--- config.mk ---
export PLATFORM = sky130hd
export DESIGN_NAME = tblink_rpc_cmdproc
export DESIGN_NICKNAME = d
export VERILOG_FILES = /design/src/rtl/tblink_rpc_cmdproc.sv
export SDC_FILE = /design/constraint.sdc
export NUM_CORES = 1
export LEC_CHECK = 0
export CORE_ASPECT_RATIO = 1.2
export CORE_MARGIN = 2
export CORE_UTILIZATION = 50
export CTS_BUF_LIST = sky130_fd_sc_hd__clkbuf_8
export CTS_CLUSTER_DIAMETER = 100
export CTS_CLUSTER_SIZE = 24
export DETAILED_ROUTE_END_ITERATION = 10
export GPL_TIMING_DRIVEN = 0
export PLACE_DENSITY = 0.89
export SLEW_MARGIN = 20
export SYNTH_ARGS = -nofsm -noshare
export SYNTH_HDL_FRONTEND = slang
export SYNTH_SLANG_ARGS = --single-unit
--- constraint.sdc ---
create_clock -name clock -period 5.12 [get_ports clock]
set_clock_uncertainty 0.1 [all_clocks]
set_input_delay 0.768 -clock clock [delete_from_list [all_inputs] [get_ports clock]]
set_output_delay 0.768 -clock clock [all_outputs]
set_load 0.005 [all_outputs]
--- src/rtl/tblink_rpc_cmdproc.sv ---
// RPC command processor: parses request frames, issues one blocking invocation
// to the BFM, captures its return value and streams the response frame back.
module tblink_rpc_cmdproc #(
  parameter int MAX_PAYLOAD = 8,
  parameter int RSP_BYTES   = 4
) (
  input  logic                     clock,
  input  logic                     reset,
  input  logic [7:0]               in_dat,
  input  logic                     in_valid,
  output logic                     in_ready,
  output logic                     inv_valid,
  input  logic                     inv_ready,
  output logic [7:0]               inv_method,
  output logic [7:0]               inv_call_id,
  output logic [7:0]               inv_len,
  output logic [8*MAX_PAYLOAD-1:0] inv_payload,
  input  logic                     rsp_valid,
  input  logic [8*RSP_BYTES-1:0]   rsp_data,
  output logic [7:0]               out_dat,
  output logic                     out_valid,
  input  logic                     out_ready
);

  localparam int FB = RSP_BYTES + 2;
  localparam int CW = $clog2(FB + 1);

  typedef enum logic [2:0] {
    H_METH, H_CALL, H_LEN, PAYLOAD, DISCARD, INVOKE, WAIT_RSP, SEND
  } state_t;

  state_t state, state_n;

  logic [7:0]                   method_q, call_q, len_q, idx_q;
  logic [MAX_PAYLOAD-1:0][7:0]  pl_q;
  logic                         too_long_q;
  logic [RSP_BYTES-1:0][7:0]    rsp_q;
  logic [CW-1:0]                cnt_q;
  logic [FB-1:0][7:0]           frame;
  logic in_fire, out_fire, last_in, last_out, rsp_take;

  assign in_fire  = in_valid && in_ready;
  assign out_fire = out_valid && out_ready;
  assign last_in  = (idx_q == len_q - 8'd1);
  assign last_out = (cnt_q == CW'(FB - 1));
  // The return is only taken once the BFM has accepted the call.
  assign rsp_take = rsp_valid && ((state == INVOKE && inv_ready) || state == WAIT_RSP);

  always_ff @(posedge clock) begin
    if (reset) state <= H_METH;
    else       state <= state_n;
  end

  always_comb begin
    state_n   = state;
    in_ready  = 1'b0;
    inv_valid = 1'b0;
    out_valid = 1'b0;
    case (state)
      H_METH: begin
        in_ready = 1'b1;
        if (in_fire) state_n = H_CALL;
      end
      H_CALL: begin
        in_ready = 1'b1;
        if (in_fire) state_n = H_LEN;
      end
      H_LEN: begin
        in_ready = 1'b1;
        if (in_fire) begin
          if (in_dat == 8'd0)                      state_n = INVOKE;
          else if (in_dat <= 8'(MAX_PAYLOAD))      state_n = PAYLOAD;
          else                                     state_n = DISCARD;
        end
      end
      PAYLOAD: begin
        in_ready = 1'b1;
        if (in_fire && last_in) state_n = INVOKE;
      end
      DISCARD: begin
        in_ready = 1'b1;
        if (in_fire && last_in) state_n = SEND;
      end
      INVOKE: begin
        inv_valid = 1'b1;
        if (inv_ready) state_n = rsp_valid ? SEND : WAIT_RSP;
      end
      WAIT_RSP: begin
        if (rsp_valid) state_n = SEND;
      end
      SEND: begin
        out_valid = 1'b1;
        if (out_fire && last_out) state_n = H_METH;
      end
      default: state_n = H_METH;
    endcase
  end

  always_ff @(posedge clock) begin
    if (reset) begin
      method_q   <= '0;
      call_q     <= '0;
      len_q      <= '0;
      idx_q      <= '0;
      pl_q       <= '0;
      too_long_q <= 1'b0;
      rsp_q      <= '0;
      cnt_q      <= '0;
    end else begin
      // Frame start wipes everything from the previous call so unused
      // payload bytes and rejected-call data read as zero.
      if (state == H_METH && in_fire) begin
        method_q   <= in_dat;
        pl_q       <= '0;
        too_long_q <= 1'b0;
        rsp_q      <= '0;
      end
      if (state == H_CALL && in_fire) call_q <= in_dat;
      if (state == H_LEN && in_fire) begin
        len_q      <= in_dat;
        idx_q      <= '0;
        too_long_q <= (in_dat > 8'(MAX_PAYLOAD));
      end
      if ((state == PAYLOAD || state == DISCARD) && in_fire) idx_q <= idx_q + 8'd1;
      if (state == PAYLOAD && in_fire) begin
        for (int k = 0; k < MAX_PAYLOAD; k++)
          if (idx_q == 8'(k)) pl_q[k] <= in_dat;
      end
      if (rsp_take) rsp_q <= rsp_data;
      if (state_n == SEND && state != SEND) cnt_q <= '0;
      else if (out_fire)                    cnt_q <= cnt_q + CW'(1);
    end
  end

  assign inv_method  = method_q;
  assign inv_call_id = call_q;
  assign inv_len     = len_q;
  assign inv_payload = pl_q;
  assign frame       = {rsp_q, {7'd0, too_long_q}, call_q};

  always_comb begin
    out_dat = '0;
    if (state == SEND) begin
      for (int k = 0; k < FB; k++)
        if (cnt_q == CW'(k)) out_dat = frame[k];
    end
  end

endmodule

==> flow_summary.toml <==
[placement]
gp_congestion = 0.894
place.port_buffers = 143
place_hpwl_um = 13400

[logic_synthesis]
synth.distinct_cells = 54
synth-edff-count = 0
synth.net_count = 893
yosys_warnings = 0
synth_cells = 837
synthFlopType = "dfxtp_1"
synth_seq_cells = 135
synthArstFlopShare = 0
seq_area_frac_synth = 0.431
avgSynthCellArea_um2 = 7.49
netlist_area_um2 = 6270

[critical_path]
r2r-start = "inv_len[0]"
end_kind = "output port"
startpoint = "cnt_q[0]"
r2r-end = "cnt_q[0]"
r2r_cells = 11
crit_buf_inv = 2
r2r_slack_ps = 2300
cp_num_cells = 10
worstSetupPathType = "reg -> out"
crit_end = "out_dat[5]"
critical_path.slowest_cell = "nor4b_2"
start_kind = "flip-flop"
cp_cell_sequence = "inv_1 -> ha_1 -> nor4b_2 -> a22oi_1 -> nor2_1 -> a21oi_1 -> o211ai_1 -> o21ai_0 -> nor2_1 -> clkdlybuf4s50_1"
critical_path.top_delay_family = "simple AND/OR/NAND/NOR gates"
critical_path_required_ps = 4250
cp.arrival_ps = 3080
cpPeakStageDelay_ps = 590
cp_max_fo = 7
crit_top_cell = "nor2_1"

[layout]
mostFrequentLayoutCells = "176 x nand2_1, 144 x a21oi_1, 143 x clkdlybuf4s50_1"
diodes = 0
drive_gt1_frac = 0.0751
area_growth_pct = 32.9
finalNetCount = 1055
postLayoutCoreUtil = 0.684
final_common_cell = "nand2_1"

[floorplan]
start_util = 0.515
die_area_um2 = 13400
die_w_um = 106
num_rows = 44
die_h_um = 127
fp.coreArea_um2 = 12200
num_io_pins = 145

[worst_hold_path]
hold_path_class = "reg -> reg"

[power]
p_sw_frac = 0.260
power_density_nw_per_um2 = 263
clock_power_share = 0.435
switching_power_uw = 568
seqPwrFrac = 0.486
leakagePower_nw = 2.93
vdd_drop_max_uv = 156
pwr-share-comb = 0.079
p_int_mw = 1.62
power_mw = 2.19

[cts]
cts.sinks = 135
h-tree-depth = 4
ctsHoldBuffers = 0
tritoncts = "built"
clkTransAtPathRegs_ps = 80
postCtsSetupBuffers = 0
cts_resized = 0
numCtsBuffers = 17
clkLatencyLatePin_ps = 440
cts_buffer_depth = 2
cts_root_buf = "clkbuf_8"

[global_route]
grt_max_degree = 17
grt_antenna_before_repair = 0
grt_pass1_vias = 6133
grt_pass1_wl_um = 29900
busiest_layer = "met2"
met2_usage = 0.475
grt_usage = 0.280
gr-usage-met1 = 0.333
grtUsageMet3 = 0.0791
overflow = 0

[timing]
max_freq_mhz = 253
tightest_slew_ps = 1000
finalSetupViolCount = 0
tns_ps = 0
report.final.slew_viol_count = 0
final_hold_viol_count = 0
min_period_over_period = 0.771
rsz0062_at_grt = "no"
finalCriticalPeriod_ps = 3950
slew_headroom = 0.328

[drt]
dr.pass1.iters = 5
drc = 0
wl_per_cell_um = 16.2
drt-total-wl_um = 19100
ant_nets = 0
drtIter0Drc = 489
vias_per_cell = 5.54
num_vias = 6499

[run]
cap_violations = 0

[outcome]
status = "finished clean"
==> cells in the mapped netlist (3+ instances only) <==
cell type | number | share of area
a211oi_1 | 4 | 0.0048
a21oi_1 | 144 | 0.12
a22oi_1 | 7 | 0.0084
and2_1 | 13 | 0.013
buf_1 | 5 | 0.0030
buf_2 | 10 | 0.0080
buf_4 | 12 | 0.014
buf_6 | 4 | 0.0072
clkbuf_1 | 44 | 0.026
dfxtp_1 | 135 | 0.43
ha_1 | 10 | 0.020
inv_1 | 9 | 0.0054
nand2_1 | 176 | 0.11
nand3_1 | 73 | 0.058
nor2_1 | 96 | 0.058
nor2b_1 | 8 | 0.0080
nor3_1 | 9 | 0.0072
o211ai_1 | 6 | 0.0072
o21ai_0 | 12 | 0.0096
o21ai_1 | 4 | 0.0032
o31a_1 | 3 | 0.0042
xnor2_1 | 5 | 0.0070
xor2_1 | 5 | 0.0070
==> how the worst min path moves through the flow <==
stage	slack (ps)	startpoint	endpoint	cells past startpoint
floorplan	340	frame[41]	frame[41]	2
global placement	340	inv_method[7]	inv_method[7]	2
detailed placement	350	inv_method[2]	inv_method[2]	2
CTS	360	inv_method[2]	inv_method[2]	2
global route	390	inv_payload[24]	inv_payload[24]	2
finish	360	inv_method[2]	inv_method[2]	2
==> power groups by stage <==
stage,Combinational [mW],Sequential (mW),Clock [mW]
4_1_cts,0.169,1.06,0.960
5_1_grt,0.184,1.07,1.00
3_3_place_gp,0.167,1.09,0
6_report,0.172,1.06,0.953
2_1_floorplan,0.0818,1.09,0
3_5_place_dp,0.168,1.09,0
==> tightest hold or removal path: stages, from the launching register on <==
cell,delay [ps]
dfxtp_1,310
nand2_1,50
a21oi_1,50
==> stage by stage <==
| step | cells | setup slack [ps] | hold slack, ps | instance area [µm²] |
|---|---|---|---|---|
| after floorplan | 837 | 2470 | 345 | 6270 |
| after global placement | 1141 | 1730 | 340 | 7900 |
| after detailed placement | 1141 | 1690 | 350 | 7900 |
| after CTS | 1173 | 1180 | 361 | 8330 |
| after global routing | 1173 | 875 | 386 | 8330 |
| final | 1173 | 1170 | 357 | 8330 |
==> layout make-up <==
type                            instances  area [µm²]
Buffer                                 75         369
Clock buffer                           17         234
Clock inverter                         15         193
Fill cell                             953        3840
Inverter                                9        33.8
Multi-Input combinational cell        618        3160
Sequential cell                       135        2700
Tap cell                              161         201
Timing Repair Buffer                  143        1430
==> flip-flops by register name, indices dropped and copies added, names as in the netlist, 3 cells and up <==
name,flops
inv_payload,64
frame,32
idx_q,8
inv_call_id,8
state,3
inv_len,8
inv_method,8
cnt_q,3
==> cells by family (layout without fill, tap and decap cells) <==
group	after synthesis	count (layout)	synth area share
AO/OA/AOI/OAI	195	195	0.174
adder cells (fa/ha/maj)	10	10	0.0200
AND/OR/NAND/NOR	398	398	0.286
buffers and inverters	84	259	0.0643
multiplexers	5	5	0.0104
flip-flops	135	135	0.431
XOR/XNOR	10	10	0.0140
==> per-layer routing <==
layer | share of wire | up-vias
met1 | 0.40 | 3026
met5 | 0 | -
met2 | 0.49 | 283
met4 | 0.023 | 0
met3 | 0.086 | 40
li1 | - | 3150
Note: power is estimated with default switching activity, not from simulation.
